### config.mk
export PLATFORM = sky130hd
export DESIGN_NAME = array_ctrl
export DESIGN_NICKNAME = d
export VERILOG_FILES = /design/src/rtl/array_ctrl.sv
export SDC_FILE = /design/constraint.sdc
export NUM_CORES = 1
export LEC_CHECK = 0
export ABC_AREA = 1
export CAP_MARGIN = 5
export CELL_PAD_IN_SITES_DETAIL_PLACEMENT = 1
export CELL_PAD_IN_SITES_GLOBAL_PLACEMENT = 1
export CORE_MARGIN = 3
export CORE_UTILIZATION = 41
export DETAILED_ROUTE_END_ITERATION = 8
export PLACE_DENSITY = 0.92
export SYNTH_ARGS = -nofsm -noshare
export SYNTH_HDL_FRONTEND = slang
export SYNTH_SLANG_ARGS = --single-unit
### constraint.sdc
create_clock -name clk -period 4.6 [get_ports clk]
set_input_delay 0.69 -clock clk [delete_from_list [all_inputs] [get_ports clk]]
set_output_delay 0.69 -clock clk [all_outputs]
set_load 0.05 [all_outputs]
### src/rtl/array_ctrl.sv
// Row-decoder sequencer for a small memory/CAM/MAC array: accepts one command at a time,
// drives the decoder controls, waits for the self-timed sense and returns one response per row.
module array_ctrl #(
  parameter int unsigned WRITE_CYCLES = 2,
  parameter int unsigned TIMEOUT      = 15
) (
  input  logic       clk,
  input  logic       rst_n,
  input  logic       req_valid,
  output logic       req_ready,
  input  logic [1:0] req_op,
  input  logic [1:0] req_addr,
  input  logic [3:0] req_data,
  input  logic       req_read_bar,
  output logic       cs,
  output logic       w_en,
  output logic       MAC_en,
  output logic       read_bar,
  output logic [1:0] addr,
  output logic [3:0] data,
  input  logic       sense_done,
  input  logic [3:0] sense_data,
  output logic       rsp_valid,
  input  logic       rsp_ready,
  output logic [3:0] rsp_data,
  output logic [1:0] rsp_row,
  output logic       rsp_err
);

  typedef enum logic [1:0] {S_IDLE, S_SETUP, S_ACCESS, S_RESP} state_t;
  typedef enum logic [1:0] {OP_WRITE = 2'b00, OP_CAM = 2'b01, OP_MAC = 2'b10, OP_SCAN = 2'b11} op_t;

  typedef struct packed {
    logic       w_en;
    logic       mac_en;
    logic       read_bar;
    logic [1:0] addr;
    logic [3:0] data;
  } mode_t;

  localparam logic [3:0] WR_LAST = 4'(WRITE_CYCLES - 1);
  localparam logic [3:0] TO_LAST = 4'(TIMEOUT - 1);

  state_t     r_state;
  op_t        r_op;
  logic [1:0] r_addr;
  logic [3:0] r_data;
  logic       r_rb;
  logic [1:0] r_row;
  logic [3:0] r_cnt;
  logic       r_cs;
  mode_t      r_mode;
  logic       r_rsp_valid;
  logic [3:0] r_rsp_data;
  logic [1:0] r_rsp_row;
  logic       r_rsp_err;

  logic       w_done;
  logic       w_err;
  logic [3:0] w_rdata;
  logic       w_scan_more;

  // Decoder drive for one row access; scan replaces the address with the row counter.
  function automatic mode_t decode(op_t op, logic [1:0] a, logic [3:0] d, logic rb, logic [1:0] row);
    mode_t m;
    m = '0;
    unique case (op)
      OP_WRITE: begin m.w_en = 1'b1; m.addr = a; m.data = d; end
      OP_CAM:   m.data = d;
      OP_MAC:   begin m.mac_en = 1'b1; m.read_bar = rb; m.addr = a; end
      OP_SCAN:  begin m.mac_en = 1'b1; m.read_bar = rb; m.addr = row; end
    endcase
    return m;
  endfunction

  // NOTE: every variable gets a default before the ifs so no latch is inferred.
  always_comb begin
    w_done  = 1'b0;
    w_err   = 1'b0;
    w_rdata = '0;
    if (r_op == OP_WRITE) begin
      w_done  = (r_cnt == WR_LAST);
      w_rdata = r_data;
    end else if (sense_done) begin
      w_done  = 1'b1;
      w_rdata = sense_data;
    end else if (r_cnt == TO_LAST) begin
      w_done = 1'b1;
      w_err  = 1'b1;
    end
  end

  assign w_scan_more = (r_op == OP_SCAN) && (r_row != 2'd3) && !r_rsp_err;

  // NOTE: state uses non-blocking assignments so every flop samples pre-edge values.
  always_ff @(posedge clk or negedge rst_n) begin
    if (!rst_n) begin
      r_state     <= S_IDLE;
      r_op        <= OP_WRITE;
      r_addr      <= '0;
      r_data      <= '0;
      r_rb        <= 1'b0;
      r_row       <= '0;
      r_cnt       <= '0;
      r_cs        <= 1'b0;
      r_mode      <= '0;
      r_rsp_valid <= 1'b0;
      r_rsp_data  <= '0;
      r_rsp_row   <= '0;
      r_rsp_err   <= 1'b0;
    end else begin
      unique case (r_state)
        S_IDLE: begin
          if (req_valid) begin
            r_op    <= op_t'(req_op);
            r_addr  <= req_addr;
            r_data  <= req_data;
            r_rb    <= req_read_bar;
            r_row   <= '0;
            r_cs    <= 1'b1;
            r_mode  <= decode(op_t'(req_op), req_addr, req_data, req_read_bar, 2'd0);
            r_state <= S_SETUP;
          end
        end
        S_SETUP: begin
          r_cnt   <= '0;
          r_state <= S_ACCESS;
        end
        S_ACCESS: begin
          r_cnt <= r_cnt + 4'd1;
          if (w_done) begin
            r_cs        <= 1'b0;
            r_mode      <= '0;
            r_rsp_valid <= 1'b1;
            r_rsp_data  <= w_rdata;
            r_rsp_row   <= r_mode.addr;
            r_rsp_err   <= w_err;
            r_state     <= S_RESP;
          end
        end
        S_RESP: begin
          if (rsp_ready) begin
            r_rsp_valid <= 1'b0;
            if (w_scan_more) begin
              r_row   <= r_row + 2'd1;
              r_cs    <= 1'b1;
              r_mode  <= decode(r_op, r_addr, r_data, r_rb, r_row + 2'd1);
              r_state <= S_SETUP;
            end else begin
              r_state <= S_IDLE;
            end
          end
        end
        default: r_state <= S_IDLE;
      endcase
    end
  end

  assign req_ready = (r_state == S_IDLE);
  assign cs        = r_cs;
  assign w_en      = r_mode.w_en;
  assign MAC_en    = r_mode.mac_en;
  assign read_bar  = r_mode.read_bar;
  assign addr      = r_mode.addr;
  assign data      = r_mode.data;
  assign rsp_valid = r_rsp_valid;
  assign rsp_data  = r_rsp_data;
  assign rsp_row   = r_rsp_row;
  assign rsp_err   = r_rsp_err;

endmodule
# Word-level counts from Yosys, hierarchy flattened
# Cells that the tools add are included.
# classes
add_sub_neg,2
eq_ne,16
muxes,38
n_reduce_logical,22
# op_table
op,n
$mux 9,4
$pmux 9 s3,1
$mux 2,9
$mux 4,4
$mux 1,14
$eq 2x2->1 const B,6
$reduce_or 2->1,6
$ne 2x2->1 const B,5
$pmux 2 s2,2
$pmux 2 s4,1
$pmux 4 s2,1
$eq 2x1->1 const B,3
$logic_not 2->1,3
$reduce_and 3->1,2
$reduce_bool 2->1,3
$reduce_and 5->1,1
$add 4x1->4 const B,1
$eq 4x1->1 const B,1
$eq 4x4->1 const B,1
$reduce_and 2->1,2
$reduce_and 4->1,1
$pmux 1 s3,1
$reduce_bool 3->1,1
$add 2x1->2 const B,1
3 further kinds,4
# totals
ff_bits,35
in_bits,18
elab_cells,95

# Logic depth before layout (Yosys ltp)
# Gate-level depths: netlist of the first run.
# depth
ltp_word,6
depth_mapped,10
mapped_depth_nobuf,10

# Least setup slack after synthesis of the first run
# No wires, ideal clock.
# synth_path
kind,register -> register
startpoint,reg r_state[0]
endpoint,reg r_op[0]
setup_ns,0.133
t_arrival_ns,1.626
t_required_ns,4.467
path_slack_ns,2.842
stages_incl_launch_ff,7
path_buffers,1
cell_sequence,dfrtp_1 inv_1 ha_1 nand2_1 clkbuf_1 nand2_1 o21ai_0
# synth_via
elab_chain_cells,2
# synth_rtl
item,line,text
"start, declared",44,state_t r_state;
"start signal, assigned",98,r_state <= S_IDLE;
"start signal, assigned",122,r_state <= S_SETUP;
"start signal, assigned",127,r_state <= S_ACCESS;
$logic_not 2->1,n/a,
net req_ready,10,"output logic req_ready,"
$reduce_and 2->1 (no source line),n/a,
"end signal, assigned",115,r_op <= op_t'(req_op);
"end, declared",45,op_t r_op;
# The timed path passes the listed nets, and every way through them passes these cells.
# A chain may end at the register's enable or synchronous reset.

# Worst setup path in the final report of the first run
# layout_path
startpoint,reg r_state[0]
endpoint,out req_ready
# layout_via
elab_chain_cells,1
# layout_rtl
item,line,text
$logic_not 2->1,159,assign req_ready = (r_state == S_IDLE);
"end, declared",10,
# Every way passes these cells.

==> flow_metrics.tcl, run 1 <==
set metrics [dict create \
    floorplan.initialDensity 0.4291 \
    criticalPathCategory "register to output pin" \
    core_area_mm2 0.004414 \
    clkSinkCount 35 \
    p_sw_frac 0.5054 \
    seq_area_frac_synth 0.4624 \
    synthCells 227 \
    worstPathArrival_ns 1.94 \
    drv_cap 0 \
    ant_nets 0 \
    final.hold.worst_slack_ns 0.4674 \
    port_buffers 36 \
    relSlewSlack 0.6270 \
    grt_setup_unrepaired "false" \
    timing.clock.skew_ns 0.006031 \
    htree_levels 2 \
    vias_after_detailed_routing 1688 \
    ys_top_cells_by_area "dfrtp_1, nand2_1, ha_1" \
    grt_usage 0.1931 \
    postSynthRegisterBits 35 \
    final-hold-violation-count 0 \
    cts-root-buf "clkbuf_8" \
    pin_count_of_the_biggest_net_entering_global_routing 36 \
    endpoint_kind "output pin" \
    fin_max_slew_vios 0 \
    grt_antenna_before_repair 0 \
    routed_wire_length_per_instance_um 15.26 \
    r2r-end "addr[0]" \
    startpoint_type "register" \
    share_clk_of_total_power 0.129 \
    ff2ff_setup_slack_ns 2.70 \
    clock_insertion_delay_worst_skew_ns 0.29 \
    cts_hold_repair.buffers 0 \
    vdd_drop_max_uv 302.3 \
    timing.hold.worst.start "MAC_en" \
    first_pass_iters 4 \
    grt_overflow_total 0 \
    timing_worst_slew_pin_value_ns 0.5595 \
    power_frac_seq 0.303 \
    fmaxAchievable_mhz 380.5 \
    post-synth-top-area-fraction 0.4624 \
    worstPathMaxFanout 5 \
    power_frac_comb 0.568 \
    fraction_of_layout_cells_with_a_size_suffix_above_1 0.08302 \
    tritoncts.num_buffers 5 \
    grt_first_pass_wirelength_mm 7.997 \
    routed_wl_mm 4.838 \
    yosysUniqueCellTypes 29 \
    timing.reg2reg.worst_path_depth 7 \
    area_growth_pct 23.78 \
    report.final.setup_viol 0 \
    num_rows 24 \
    antenna_diode_count 0 \
    drt_drc_violations_left 0 \
    p_sw_uw 854.6 \
    total_leakage_power_uw 0.001152 \
    clk_pin_slew_ns 0.07 \
    ctsLongestPathBuffers 2 \
    hold_path_class "register to register" \
    min_path_cells 2 \
    power.density_cell_area_mw_per_mm2 721.2 \
    die_area_mm2 0.005472 \
    dp_hpwl_mm 3.649 \
    fillCellCount 529 \
    die_w_um 73.97 \
    gp_congestion 0.8036 \
    floorplan.io_pins 37 \
    hold_path_end "MAC_en" \
    nNetsFinal 291 \
    reg2reg_from "r_state[0]" \
    detail_route.iter0.violations 65 \
    yosys_warnings 0 \
    cts_setup_buffers 0 \
    route.detailed.vias_per_inst 5.325 \
    synthesized_cell_area_mm2 0.001894 \
    cellInternalPower_uw 836.3 \
    status "finished, final reports clean" \
    synth_top_area_cell "dfrtp_1" \
    final_layout_setup_total_negative_slack_ns 0 \
    die_height_um 73.97 \
    mean_syn_cell_area_um2 8.345 \
    first_global_vias 1682 \
    synth_fp_nets 254 \
    cts-resized-gates 0 \
    timing.final.crit_share 0.5714 \
    cts_tree "yes" \
    timing.final.crit_period_ns 2.628 \
    cp_data_required_time_ns 3.91 \
]
-- layer usage --
layer  GRT usage  up-vias  routed length (µm)  share of wire
met5           0        -                   0              0
li1            -      817                   -              -
met4     0.08048        0                 119          0.025
met2      0.3140       33                2381           0.49
met3     0.04595       12                 159          0.033
met1      0.2470      826                2177           0.45
-- cells by family after synthesis --
kind of cell	synth area share
buffers and inverters	0.08322
AND/OR/NAND/NOR	0.2867
XOR/XNOR	0.004624
flip-flops	0.4624
multiplexers	0.01189
AO/OA/AOI/OAI	0.09182
adder cells (fa/ha/maj)	0.05945
-- power groups by stage --
stage                     Combinational (µW)  Sequential [µW]  Clock, µW
after floorplan                          545              687          0
after global placement                   928              508          0
after detailed placement                 965              518          0
after CTS                                971              514        224
after global routing                    1060              529        236
final                                    960              512        219
-- registers in the layout, indices dropped and copies added, names as in the netlist, 4 cells and up --
register / flops
data: 4
r_cnt: 4
r_data: 4
rsp_data: 4
-- cells in the final DEF (no fill, tap or decap) --
master           instances
a21oi_1                  6
a21oi_4                  1
a31oi_1                  1
buf_4                    1
clkbuf_1                 2
clkbuf_8                 5
clkdlybuf4s50_1         36
clkinv_2                 1
dfrtp_1                 35
ha_1                     9
inv_1                   22
inv_2                    3
mux2_2                   2
nand2_1                 67
nand2_2                  3
nand2_4                  1
nand3_1                 18
nand3_2                  1
nand3_4                  1
nand3b_1                 1
nand4_1                 13
nor2_1                  11
nor2_2                   1
nor3b_1                  1
o211ai_1                 1
o21ai_0                 18
o21ai_2                  2
o22ai_1                  1
xor2_1                   1
-- synthesized netlist by cell type, drive strengths merged --
cell type  count
xor2           1
o22ai          1
inv           25
mux2           2
o21ai         20
buf            5
clkbuf         2
dfrtp         35
nand2         71
nand3         20
nor2          12
a21oi          7
a31oi          1
nand4         13
nor3b          1
o211ai         1
ha             9
nand3b         1
-- how the worst max path moves through the flow --
stage | startpoint | endpoint | slack (ns) | depth (start not counted)
2_1_floorplan | r_state[0] | r_op[0] | 2.84 | 6
3_3_place_gp | r_state[0] | req_ready | 2.36 | 3
3_5_place_dp | r_state[0] | req_ready | 2.29 | 3
4_1_cts | r_state[0] | req_ready | 1.96 | 3
5_1_grt | r_state[0] | req_ready | 1.88 | 3
6_report | r_state[0] | req_ready | 1.97 | 3
-- layout make-up --
type	instances	area, µm²	share of cell area
clock buffers	7	76.32	0.03255
clock inverters	1	5.005	0.002134
inverters	25	93.84	0.04002
multi-input cells	160	860.8	0.3671
flip-flops and latches	35	875.8	0.3735
well taps	52	65.06	0.02775
repair buffers	37	367.9	0.1569
-- metrics by stage --
| stage | instances | setup WS (ns) | util | cell area (µm²) | total power [µW] |
|---|---|---|---|---|---|
| 6_report | 317 | 1.972 | 0.5312 | 2345 | 1691 |
| 5_1_grt | 317 | 1.878 | 0.5312 | 2345 | 1825 |
| 2_1_floorplan | 227 | 2.842 | - | 1894 | 1232 |
| 3_5_place_dp | 309 | 2.290 | 0.5128 | 2263 | 1483 |
| 4_1_cts | 317 | 1.961 | 0.5312 | 2345 | 1710 |
| 3_3_place_gp | 309 | 2.355 | 0.5128 | 2263 | 1436 |
-- worst max-delay path: stages, from the launching register on --
cell and delay, ns:
dfrtp_1 0.43, inv_1 0.15, ha_1 0.24, clkdlybuf4s50_1 0.82
Note: power is estimated with default switching activity, not from simulation.
==> run 2: changes to the inputs <==
Settings changed: CORE_UTILIZATION 41 to 38, PLACE_DENSITY 0.92 to 0.86.
Clock period 4.6 ns to 2.7 ns, I/O delays scaled along.
==> run 2 against run 1 <==
Net effect: routed wire length shrank 0.68%; via count fell by 1.2%; non-clock buffer count stayed put; first-iteration DRC count up 83%; register-to-register slack worse by 1.9 ns; critical endpoint unchanged; die area increased by 7.3%.
==> flow_metrics.tcl, run 2 (synthesized netlist as in run 1, its figures left out) <==
set metrics [dict create \
    pin_count_of_the_biggest_net_entering_global_routing 36 \
    first_global_vias 1789 \
    dp_hpwl_mm 3.627 \
    core_area_mm2 0.004786 \
    final-hold-violation-count 0 \
    layout.core_utilization 0.4952 \
    status "finished, final reports clean" \
    cts_hold_repair.buffers 0 \
    fin_max_slew_vios 0 \
    vias_after_detailed_routing 1668 \
    drv_cap 0 \
    clock_insertion_delay_worst_skew_ns 0.29 \
    startpoint_type "register" \
    cts_tree "yes" \
    cts-resized-gates 0 \
    ant_nets 0 \
    die_area_mm2 0.005868 \
    fmaxAchievable_mhz 430.1 \
    finalInstanceArea_mm2 0.002370 \
    cts_setup_buffers 0 \
    timing_worst_slew_pin_value_ns 0.5599 \
    timing.final.crit_share 0.8611 \
    vdd_drop_max_uv 478.0 \
    total_leakage_power_uw 0.001157 \
    worstPathMaxFanout 5 \
    clk_pin_slew_ns 0.07 \
    grt_antenna_before_repair 0 \
    power.density_cell_area_mw_per_mm2 1221 \
    cp_data_required_time_ns 2.30 \
    layout.cells.most_common "nand2_1" \
    detailed_place.area_mm2 0.002282 \
    grt_usage 0.1785 \
    floorplan.initialDensity 0.3958 \
    ctsLongestPathBuffers 2 \
    first_pass_iters 4 \
    cts-root-buf "clkbuf_8" \
    fillCellCount 590 \
    die_height_um 76.61 \
    num_rows 25 \
    floorplan.io_pins 37 \
    hold_path_class "register to register" \
    routed_wl_mm 4.805 \
    fraction_of_layout_cells_with_a_size_suffix_above_1 0.08712 \
    area_growth_pct 25.10 \
    worstPathArrival_ns 1.92 \
    grt_setup_unrepaired "false" \
    timing.final.crit_period_ns 2.325 \
    grt_overflow_total 0 \
    route.detailed.vias_per_inst 5.039 \
    antenna_diode_count 0 \
    clkSinkCount 35 \
    detail_route.iter0.violations 119 \
    tritoncts.num_buffers 5 \
    gp_congestion 0.7619 \
    criticalPathCategory "register to output pin" \
    port_buffers 36 \
    drt_drc_violations_left 0 \
    final_layout_setup_total_negative_slack_ns 0 \
    relSlewSlack 0.6258 \
    grt_first_pass_wirelength_mm 8.238 \
    report.final.setup_viol 0 \
    routed_wire_length_per_instance_um 14.52 \
    htree_levels 2 \
    final_cell_mix "nand2_1, clkdlybuf4s50_1, dfrtp_1" \
    die_w_um 76.61 \
    timing.clock.skew_ns 0.005684 \
    endpoint_kind "output pin" \
    nNetsFinal 291 \
]
[run 2: changes by cell type in the layout (fill, tap and decap cells not counted), sizes merged]
cell,before,now
clkbuf,7,6
[run 2: worst paths after layout]
kind | from | endpoint | slack, ns | cells past startpoint
worst max-delay path | r_state[0] | req_ready | 0.37 | 3
worst min-delay path | data[1] | data[1] | 0.47 | 2
worst max register to register | r_state[0] | addr[1] | 0.79 | 7
worst min register to register | data[1] | data[1] | 0.47 | 2
max in group asynchronous | rst_n | read_bar | 1.84 | 2
min in group asynchronous | rst_n | rsp_data[2] | 0.53 | 2
[run 2: cell type report]
class	instances	area, µm²	share of cell area
inverter	25	93.84	0.03960
timing repair buffer	37	367.9	0.1552
clock buffer	6	82.58	0.03485
tap	67	83.83	0.03537
clock inverter	1	5.005	0.002112
multi-input combinational	160	860.8	0.3633
sequential	35	875.8	0.3696
[run 2: power breakdown]
part	switching (µW)	internal (µW)
clock	186	200
combinational	1120	516
sequential	145	729
[run 2: stage by stage]
| stage | instances | setup WS (ns) | total power (µW) | hold WS (ns) |
|---|---|---|---|---|
| final | 331 | 0.3750 | 2893 | 0.4705 |
| after global routing | 331 | 0.2954 | 3120 | 0.5043 |
| after CTS | 331 | 0.3670 | 2919 | 0.4769 |
| after detailed placement | 324 | 0.6869 | 2527 | 0.4596 |
| after global placement | 324 | 0.7338 | 2458 | 0.4568 |
| after floorplan | 227 | 0.9417 | 2099 | 0.1094 |
[run 2: critical path, stage by stage, from the launching register on]
cell             delay, ns
dfrtp_1               0.43
inv_1                 0.14
ha_1                  0.23
clkdlybuf4s50_1       0.83
[run 2: per-layer routing]
metal  share of wire  wire, µm  GRT usage  vias to the layer above
met1            0.46      2199     0.2234                      822
met3           0.035       169    0.04137                        4
met4           0.013        62    0.08514                        0
met5               0         0          0                        -
met2            0.49      2373     0.2909                       27
li1                -         -          -                      815
==> run 3: changes to the inputs <==
Settings changed: CORE_MARGIN 3 to 1.5, SETUP_SLACK_MARGIN set to 0.15.
==> run 3 against run 2 <==
Net effect: die area down 7.7%; clock skew hardly changed; non-clock buffer count is the same; critical path type unchanged; register-to-register slack got worse by 0.02 ns; global-route usage increased by 1.6 points; routed wire length up 0.35%; clock power increased by 2%; largest cell class unchanged; power increased by 0.33%; worst hold slack better by 0.0077 ns; utilization grew 0.33 points; highest routed layer unchanged.
==> flow_metrics.tcl, run 3 (synthesized netlist as in run 1, its figures left out) <==
set metrics [dict create \
    startpoint_type "register" \
    endpoint_kind "output pin" \
    min_path_cells 2 \
    fin_max_slew_vios 0 \
    die_height_um 73.61 \
    clock_insertion_delay_worst_skew_ns 0.29 \
    floorplan.initialDensity 0.3984 \
    cts_hold_repair.buffers 0 \
    layout.cells.most_common "nand2_1" \
    hold_path_end "rsp_data[2]" \
    floorplan.io_pins 37 \
    cts-root-buf "clkbuf_8" \
    tritoncts.num_buffers 5 \
    timing.final.crit_share 0.8605 \
    num_rows 25 \
    fillCellCount 592 \
    post_place_setup_slack_ns 0.6973 \
    cellInternalPower_uw 1445 \
    hold_path_class "register to register" \
    clkSinkCount 35 \
    antenna_diode_count 0 \
    grt_antenna_before_repair 0 \
    criticalPathCategory "register to output pin" \
    power_frac_seq 0.302 \
    grt_usage 0.1946 \
    core_area_mm2 0.004755 \
    port_buffers 36 \
    clk_pin_slew_ns 0.07 \
    power_frac_comb 0.562 \
    cp_data_required_time_ns 2.30 \
    fraction_of_layout_cells_with_a_size_suffix_above_1 0.08712 \
    p_sw_uw 1458 \
    power.density_cell_area_mw_per_mm2 1225 \
    worstPathMaxFanout 5 \
    ctsLongestPathBuffers 2 \
    multi_input_area_um2 860.8 \
    finalInstanceArea_mm2 0.002370 \
    critical_path.startpoint "r_state[0]" \
    timing.hold.worst.start "rsp_data[2]" \
    routed_wl_mm 4.822 \
    ant_nets 0 \
    finalWorstSetupSlack_ns 0.3767 \
    detail_route.iter0.violations 61 \
    htree_levels 2 \
    cts_tree "yes" \
    first_global_vias 1633 \
    timing.reg2reg.worst_path_depth 7 \
    cts_setup_buffers 0 \
    routed_wire_length_per_instance_um 14.57 \
    p_sw_frac 0.5023 \
    area_growth_pct 25.10 \
    drv_cap 0 \
    fmaxAchievable_mhz 430.4 \
    worstPathArrival_ns 1.92 \
    grt_setup_unrepaired "false" \
    nNetsFinal 291 \
    timing_worst_slew_pin_value_ns 0.5670 \
    reg2reg_from "r_state[1]" \
    layout.core_utilization 0.4984 \
    ff2ff_setup_slack_ns 0.77 \
    total_leakage_power_uw 0.001157 \
    r2r-end "addr[1]" \
    report.final.setup_viol 0 \
    pin_count_of_the_biggest_net_entering_global_routing 36 \
    timing.clock.skew_ns 0.005276 \
    totalPowerFinal_uw 2903 \
    seq_area_um2 875.8 \
    drt_drc_violations_left 0 \
    status "finished, final reports clean" \
    final_layout_setup_total_negative_slack_ns 0 \
    relSlewSlack 0.6220 \
    final_cell_mix "nand2_1, clkdlybuf4s50_1, dfrtp_1" \
    vias_after_detailed_routing 1635 \
    final-hold-violation-count 0 \
    dp_hpwl_mm 3.717 \
    detailed_place.area_mm2 0.002282 \
    route.detailed.vias_per_inst 4.940 \
    die_area_mm2 0.005418 \
    timing.final.crit_period_ns 2.323 \
    vdd_drop_max_uv 468.1 \
    die_w_um 73.61 \
    grt_overflow_total 0 \
    gp_congestion 0.7812 \
    grt_first_pass_wirelength_mm 7.886 \
    share_clk_of_total_power 0.136 \
    cts-resized-gates 0 \
    first_pass_iters 4 \
]
[run 3: worst max-delay path, stage by stage (launching register included)]
cell and delay (ns):
dfrtp_1 0.43, inv_1 0.15, ha_1 0.23, clkdlybuf4s50_1 0.82
[run 3: final cells by class]
cell class | count | area share
Clock buffer | 6 | 0.03485
Inverter | 25 | 0.03960
Timing Repair Buffer | 37 | 0.1552
Tap cell | 67 | 0.03537
Clock inverter | 1 | 0.002112
Sequential cell | 35 | 0.3696
Multi-Input combinational cell | 160 | 0.3633
[run 3: power groups by stage]
stage          Clock (µW)  Combinational (µW)  Sequential [µW]
3_3_place_gp            0                1590              869
4_1_cts               400                1650              877
5_1_grt               421                1800              900
3_5_place_dp            0                1650              886
2_1_floorplan           0                 929             1170
6_report              395                1630              876
[run 3: worst max path at each step]
stage,endpoint,slack [ns],cells past startpoint
floorplan,r_op[0],0.94,6
global placement,req_ready,0.74,3
detailed placement,req_ready,0.70,3
CTS,req_ready,0.38,3
global route,req_ready,0.31,3
finish,req_ready,0.38,3
[run 3: metrics by stage]
stage | hold WS (ns) | instances
after floorplan | 0.1094 | 227
after global placement | 0.4591 | 324
after detailed placement | 0.4640 | 324
after CTS | 0.4802 | 331
after global routing | 0.5090 | 331
final | 0.4782 | 331
[run 3: metal layers]
layer,vias to the layer above,track usage,wire [µm]
li1,813,-,-
met1,781,0.2457,2207
met2,34,0.3283,2359
met3,7,0.03704,180
met4,0,0.07407,76
met5,-,0,0
